==> src/rtl/mips_pkg.sv <==
// Shared MIPS decode constants and control-transfer classification used by the decode stage.
package mips_pkg;

  typedef logic [31:0] word_t;

  localparam logic [5:0] OP_RTYPE = 6'h00;
  localparam logic [5:0] OP_J     = 6'h02;
  localparam logic [5:0] OP_JAL   = 6'h03;
  localparam logic [5:0] OP_BEQ   = 6'h04;
  localparam logic [5:0] OP_BNE   = 6'h05;
  localparam logic [5:0] FUNCT_JR = 6'h08;

  typedef enum logic [2:0] {
    CTRL_NONE,
    CTRL_BEQ,
    CTRL_BNE,
    CTRL_J,
    CTRL_JAL,
    CTRL_JR
  } ctrl_e;

  function automatic ctrl_e decode_ctrl(input word_t instr);
    ctrl_e c;
    c = CTRL_NONE;
    case (instr[31:26])
      OP_BEQ:   c = CTRL_BEQ;
      OP_BNE:   c = CTRL_BNE;
      OP_J:     c = CTRL_J;
      OP_JAL:   c = CTRL_JAL;
      OP_RTYPE: c = (instr[5:0] == FUNCT_JR) ? CTRL_JR : CTRL_NONE;
      default:  c = CTRL_NONE;
    endcase
    return c;
  endfunction

endpackage

==> src/rtl/branch_target.sv <==
// Classifies the decode-stage instruction and computes its control-transfer target.
module branch_target
  import mips_pkg::*;
(
  input  word_t instr_i,
  input  word_t pcplus4_i,
  input  word_t rd1_i,
  output word_t target_o,
  output logic  is_ctrl_o,
  output ctrl_e ctrl_o
);

  always_comb begin
    ctrl_o    = decode_ctrl(instr_i);
    is_ctrl_o = (ctrl_o != CTRL_NONE);
    target_o  = '0;
    case (ctrl_o)
      CTRL_BEQ, CTRL_BNE: target_o = pcplus4_i + {{14{instr_i[15]}}, instr_i[15:0], 2'b00};
      CTRL_J, CTRL_JAL:   target_o = {pcplus4_i[31:28], instr_i[25:0], 2'b00};
      CTRL_JR:            target_o = rd1_i;
      default:            target_o = '0;
    endcase
  end

endmodule

==> src/rtl/stage_decode_branch.sv <==
// Decode stage: IF/ID register, early control-transfer resolution back to fetch,
// and saturating branch/taken counters.
module stage_decode_branch
  import mips_pkg::*;
#(
  parameter int unsigned CNT_W = 16
) (
  input  logic             clk,
  input  logic             reset,
  input  word_t            instr_F,
  input  word_t            pcplus4_F,
  input  logic             stall_D,
  input  logic             flush_D,
  input  word_t            rd1_D,
  input  word_t            rd2_D,
  output word_t            instr_D,
  output word_t            pcplus4_D,
  output logic             valid_D,
  output logic [4:0]       rs_D,
  output logic [4:0]       rt_D,
  output word_t            pcbranch,
  output logic             pcsrc,
  output logic [CNT_W-1:0] branch_cnt,
  output logic [CNT_W-1:0] taken_cnt
);

  word_t            instr_q, instr_d;
  word_t            pcplus4_q, pcplus4_d;
  logic             valid_q, valid_d;
  logic [CNT_W-1:0] bcnt_q, bcnt_d;
  logic [CNT_W-1:0] tcnt_q, tcnt_d;

  word_t target;
  logic  is_ctrl;
  ctrl_e ctrl;
  logic  taken;
  logic  resolve;
  logic  cnt_en;

  branch_target u_branch_target (
    .instr_i   (instr_q),
    .pcplus4_i (pcplus4_q),
    .rd1_i     (rd1_D),
    .target_o  (target),
    .is_ctrl_o (is_ctrl),
    .ctrl_o    (ctrl)
  );

  always_comb begin
    taken = 1'b0;
    case (ctrl)
      CTRL_BEQ:                  taken = (rd1_D == rd2_D);
      CTRL_BNE:                  taken = (rd1_D != rd2_D);
      CTRL_J, CTRL_JAL, CTRL_JR: taken = 1'b1;
      default:                   taken = 1'b0;
    endcase
    resolve = valid_q & ~stall_D & taken;
    cnt_en  = valid_q & ~stall_D & ~flush_D;
  end

  always_comb begin
    instr_d   = instr_q;
    pcplus4_d = pcplus4_q;
    valid_d   = valid_q;
    // flush and squash share the bubble path; resolve is already zero under stall
    if (flush_D || resolve) begin
      instr_d   = '0;
      valid_d   = 1'b0;
      pcplus4_d = pcplus4_F;
    end else if (!stall_D) begin
      instr_d   = instr_F;
      valid_d   = 1'b1;
      pcplus4_d = pcplus4_F;
    end

    bcnt_d = bcnt_q;
    tcnt_d = tcnt_q;
    if (cnt_en && is_ctrl && (bcnt_q != '1)) bcnt_d = bcnt_q + CNT_W'(1);
    if (cnt_en && taken && (tcnt_q != '1))   tcnt_d = tcnt_q + CNT_W'(1);
  end

  always_ff @(posedge clk or negedge reset) begin
    if (!reset) begin
      instr_q   <= '0;
      pcplus4_q <= '0;
      valid_q   <= 1'b0;
      bcnt_q    <= '0;
      tcnt_q    <= '0;
    end else begin
      instr_q   <= instr_d;
      pcplus4_q <= pcplus4_d;
      valid_q   <= valid_d;
      bcnt_q    <= bcnt_d;
      tcnt_q    <= tcnt_d;
    end
  end

  assign instr_D    = instr_q;
  assign pcplus4_D  = pcplus4_q;
  assign valid_D    = valid_q;
  assign rs_D       = instr_q[25:21];
  assign rt_D       = instr_q[20:16];
  assign pcsrc      = resolve;
  assign pcbranch   = resolve ? target : '0;
  assign branch_cnt = bcnt_q;
  assign taken_cnt  = tcnt_q;

endmodule

==> config.mk <==
export PLATFORM = sky130hd
export DESIGN_NAME = stage_decode_branch
export DESIGN_NICKNAME = d
export VERILOG_FILES = /design/src/rtl/mips_pkg.sv /design/src/rtl/branch_target.sv /design/src/rtl/stage_decode_branch.sv
export SDC_FILE = /design/constraint.sdc
export NUM_CORES = 1
export LEC_CHECK = 0
export ABC_AREA = 1
export CORE_UTILIZATION = 50
export CTS_BUF_LIST = sky130_fd_sc_hd__clkbuf_4 sky130_fd_sc_hd__clkbuf_8 sky130_fd_sc_hd__clkbuf_16
export CTS_CLUSTER_DIAMETER = 120
export DETAILED_ROUTE_END_ITERATION = 10
export MAX_ROUTING_LAYER = met4
export PLACE_DENSITY = 0.87
export SLEW_MARGIN = 20
export SYNTH_ARGS = -nofsm -noshare
export SYNTH_HDL_FRONTEND = slang
export SYNTH_SLANG_ARGS = --single-unit
==> constraint.sdc <==
create_clock -name clk -period 7.6 [get_ports clk]
set_input_delay 1.9 -clock clk [delete_from_list [all_inputs] [get_ports clk]]
set_output_delay 1.9 -clock clk [all_outputs]
set_load 0.01 [all_outputs]
# == After elaboration in Yosys (flattened, before gate mapping) ==
# Cells that the tools add are included.
# classes
add_sub_neg,3
eq_ne,15
n_mux,11
bitwise,5
reduce_logical,10
# op_table
op,count
2-to-1 mux 32 bit,5
one-hot mux 32 bit (3 select lines),1
adder 16 x 1 -> 16 bit (second input constant),2
adder 32 bit,1
equality test 32 bit,1
!= test 16 bit (second input constant),2
!= test 32 bit,1
one-hot mux 3 bit (5 select lines),1
equality test 6 x 2 -> 1 bit (second input constant),2
equality test 6 x 3 -> 1 bit (second input constant),2
equality test 3 x 2 -> 1 bit (second input constant),2
equality test 3 bit (second input constant),2
equality test 6 x 4 -> 1 bit (second input constant),1
logical NOT 6 bit,1
logical AND 1 bit,4
OR reduction 2 bit,2
bitwise AND 1 bit,3
equality test 3 x 1 -> 1 bit (second input constant),1
2-to-1 mux 3 bit,1
one-hot mux 1 bit (3 select lines),1
nonzero test 3 bit,1
OR reduction 3 bit,1
2-to-1 mux 1 bit,2
!= test 2 x 1 -> 1 bit (second input constant),1
2 further kinds,3
# totals
ff_bits,97
word_cells,49

# == Logic depth before layout (Yosys ltp) ==
# Gate-level depths: netlist (run 1).
# depth
depth_word,9
mapped_depth,16
ltp_nobuf,15

# == By module ==
# Synthesis (run 1) repeated with hierarchy kept, for this count alone.
# unflattened
cells_unflattened,1307
area_unflattened_um2,8390.5
# modules_own_cells
module,instances,cells_each,area_each_um2
stage_decode_branch,1,693,5492.8
branch_target,1,614,2897.8

# == Least setup slack after synthesis (run 1) ==
# Ideal clock, no wire load.
# synth_path
path_type,input port to output port
start,input port rd2_D[4]
end,output port pcbranch[2]
arrival_time_ns,3.100
required_time_ns,5.700
slack_ns,2.600
path_stages,11
n_path_buf,2
cell_sequence,xnor2_1 nand2_1 nor2_1 nand2_1 nor2_1 nand3_1 nand3_1 nand2_2 buf_6 buf_6 a31oi_1
# synth_via
elab_chain_cells,4
word_cells_on_any_way,5
# synth_lines
element,line,rtl
start: declaration,stage_decode_branch.sv:15,"input word_t rd2_D,"
!= test 32 bit or equality test 32 bit (tied branches),"stage_decode_branch.sv:53, stage_decode_branch.sv:52",
one-hot mux 1 bit (3 select lines) *,stage_decode_branch.sv:51,case (ctrl)
bitwise AND 1 bit *,stage_decode_branch.sv:57,resolve = valid_q & ~stall_D & taken;
2-to-1 mux 32 bit *,stage_decode_branch.sv:104,assign pcbranch = resolve ? target : '0;
end: declaration,stage_decode_branch.sv:21,"output word_t pcbranch,"
# Mark *: on every way between the ends. The rest lies on a longest branch, timed or not.

# == Worst setup path in the final report (run 1) ==
# layout_path
start,input port rd1_D[16]
end,output port pcbranch[23]
# layout_via
elab_chain_cells,4
word_cells_on_any_way,5
# layout_lines
element,line,rtl
start: declaration,stage_decode_branch.sv:14,"input word_t rd1_D,"
!= test 32 bit or equality test 32 bit (tied branches),"stage_decode_branch.sv:53, stage_decode_branch.sv:52",
one-hot mux 1 bit (3 select lines) *,stage_decode_branch.sv:51,
bitwise AND 1 bit *,stage_decode_branch.sv:57,
2-to-1 mux 32 bit *,stage_decode_branch.sv:104,
# Marked as above.

==> results of run 1 <==
-- flip-flops by register name (all words and copies together), names as in the netlist --
name and cells:
valid_D 1, instr_D 32, branch_cnt 16, pcplus4_D 32, taken_cnt 16
-- routing by layer --
metal | share of wire | GRT usage | vias to the layer above | wire [um]
li1 | - | - | 4158 | -
met1 | 0.42 | 0.426 | 4091 | 11300
met2 | 0.48 | 0.584 | 364 | 12900
met3 | 0.071 | 0.0738 | 66 | 1920
met4 | 0.032 | 0.137 | 0 | 860
met5 | 0 | - | - | 0
-- final timing paths --
path                                 from        endpoint  slack (ps)  cells after the start
max                             rd1_D[16]    pcbranch[23]         800                     12
max in group asynchronous           reset    pcplus4_D[4]        4950                      2
min in group asynchronous           reset   pcplus4_D[22]        1550                      1
max reg2reg                   instr_D[31]         valid_D        4780                      9
min                        branch_cnt[15]  branch_cnt[15]         530                      2
min reg2reg                branch_cnt[15]  branch_cnt[15]         530                      2
-- worst max-delay path, cell delays in order --
cell             delay [ps]
clkdlybuf4s50_1         510
xnor2_1                 140
nand2_1                 150
nor2_1                  130
nand2_1                  90
nor2_1                  230
nand3_1                 120
nand3_1                 130
nand2_2                 420
buf_4                   390
a21oi_2                 120
clkdlybuf4s50_1         560
-- where the power goes --
| group | total [mW] | internal [mW] | switching [mW] |
|---|---|---|---|
| Clock | 0.488 | 0.264 | 0.224 |
| Combinational | 0.542 | 0.258 | 0.283 |
| Sequential | 0.622 | 0.562 | 0.0597 |
| Total | 1.65 | 1.08 | 0.567 |
-- cell families (layout without fill, tap and decap cells) --
family                   count (synthesis)  count (layout)  share of synthesized area
multiplexers                            24              24                     0.0309
buffers and inverters                  146             394                     0.0841
AO/OA/AOI/OAI                          141             141                      0.114
flip-flops                              97              97                      0.313
adder cells (fa/ha/maj)                 32              32                     0.0525
AND/OR/NAND/NOR                        628             628                      0.352
XOR/XNOR                                47              47                     0.0530
-- Yosys cell counts (all sizes together), types with 2 or more instances --
cell / number / share of area
nand2: 348 / 0.17
nor2: 117 / 0.057
dfrtp: 97 / 0.31
inv: 94 / 0.045
nand3: 73 / 0.049
a21oi: 62 / 0.050
nand4: 48 / 0.039
o21ai: 38 / 0.025
ha: 31 / 0.050
a22oi: 29 / 0.028
buf: 29 / 0.027
xnor2: 26 / 0.029
mux2i: 24 / 0.031
xor2: 21 / 0.024
nor3: 20 / 0.015
clkbuf: 18 / 0.0087
or2: 10 / 0.0081
nand3b: 7 / 0.0084
clkinv: 5 / 0.0026
a21o: 3 / 0.0029
a221oi: 2 / 0.0023
and2: 2 / 0.0016
nor4: 2 / 0.0035
o21a: 2 / 0.0019
o21bai: 2 / 0.0019
-- metrics by stage --
step                       util  hold slack [ps]
after floorplan               -              539
after global placement    0.691              508
after detailed placement  0.691              507
after CTS                 0.711              532
after global routing      0.711              572
final                     0.711              529
-- final cells by class --
type | count | share of cell area
clock buffers | 10 | 0.0215
inverters | 99 | 0.0345
repair buffers | 279 | 0.257
clock inverters | 6 | 0.00672
multi-input cells | 872 | 0.434
well taps | 188 | 0.0218
flip-flops and latches | 97 | 0.225
==> run summary, run 1 <==
Placed insts = 1535
Top Ports = 272
Vias in the first global route = 8502
Grt total ovfl = 0
Crit path required time = 5700 ps
Power Dens Cells = 153 nW/um^2
Worst skew pair latency = 360 ps
Register bit total from synthesis = 97
Worst-path fanout max = 31
Die area = 16000 sq um
PortBufs = 271
# rows = 45
CTS root buffer = clkbuf_16
Inserted Clock Buffers = 9
Top_reg_cell synth = dfrtp_1
CTS sink cnt = 97
Cell area after synthesis = 7760 sq um
Syn avg cell area = 6.96 sq um
Leak pwr = 4.91 nW
Clock-pin slew on the worst setup and hold paths = 70 ps
WS Path Type = in2out
Synth cell types = 44
Net Count, Synth = 1279
Routed wire per std cell = 17.4 um
Pre-CTS WS = 855 ps
Final slew viol count = 0
Gpl congestion = 1.02
Starting DRT DRC Count = 573
Die Ht = 127 um
Sequential standard cell area = 2430 sq um
Aggregate routed wire length = 27100 um
Slew @ Worst Pin = 986 ps
WP data arrival = 4900 ps
Multi-input logic area = 4690 sq um
Finished Layout Cells = 1551
Post-route ant nets = 0
Postcts setup bufs = 0
Final net count = 1522
Hold_buf cts = 0
Status = completed
Diodes inserted = 0
Fin Clk Skew = 9.40 ps
Post_cts resized = 0
Crit. End Element = output port
Ys Warns = 0
Vias post-DR = 8679
Max Cap Viol = 0
Global-route wire length before repair = 42900 um
Post-synth EDFFs = 0
RSZ-0062 raised after global routing = no
Area Overhead vs Synth = 39.2%
Via-to-Cell Ratio = 5.60
Initial antenna violation count = 0
Drt pass-1 iters = 5
Max IR drop VDD = 0.152 mV
Final Cycle Share = 0.895
Core region area = 15200 sq um
Max-Slew Margin vs Limit = 0.343
Setup_tns = 0 ps
Final setup viols = 0
Setup WS post-layout = 801 ps
DRC viols = 0
Worst hold path type = reg2reg
Tmin final = 6800 ps
Dpl hpwl = 20700 um
Layout fillers = 1290
Overall power = 1.65 mW
Commonest non-fill, non-tap cells in the layout = nand2_1 (344), clkdlybuf4s50_1 (269), nor2_1 (114)
Placed Area = 10500 sq um
CTS tree = built
Largest net degree at the start of global routing = 76
H-Tree Depth = 3
Hold Vio Cnt, Final = 0
Max clock buf depth = 2
Die Wd = 127 um
Final instance area = 10800 sq um
Commonest non-fill, non-tap cell in the layout = nand2_1
Crit start category = input port
Initial Util = 0.511
Fmax = 147 MHz
Mapped Cells = 1115
Share of layout cells above drive strength 1 = 0.0572
Post-synthesis sequential area ratio = 0.313
GRT Resource Usage Total = 0.354
Post-synth ARST share = 1.00
(Power assumes the default switching activity.)
==> run 2, diff against run 1 <==
--- a/config.mk
+++ b/config.mk
@@ -12,7 +12,7 @@
 export DETAILED_ROUTE_END_ITERATION = 10
 export MAX_ROUTING_LAYER = met4
 export PLACE_DENSITY = 0.87
-export SLEW_MARGIN = 20
+export SLEW_MARGIN = 25
 export SYNTH_ARGS = -nofsm -noshare
 export SYNTH_HDL_FRONTEND = slang
 export SYNTH_SLANG_ARGS = --single-unit
==> results of run 2 <==
Same layout as run 1: the final DEF is identical, and so are final timing and power.
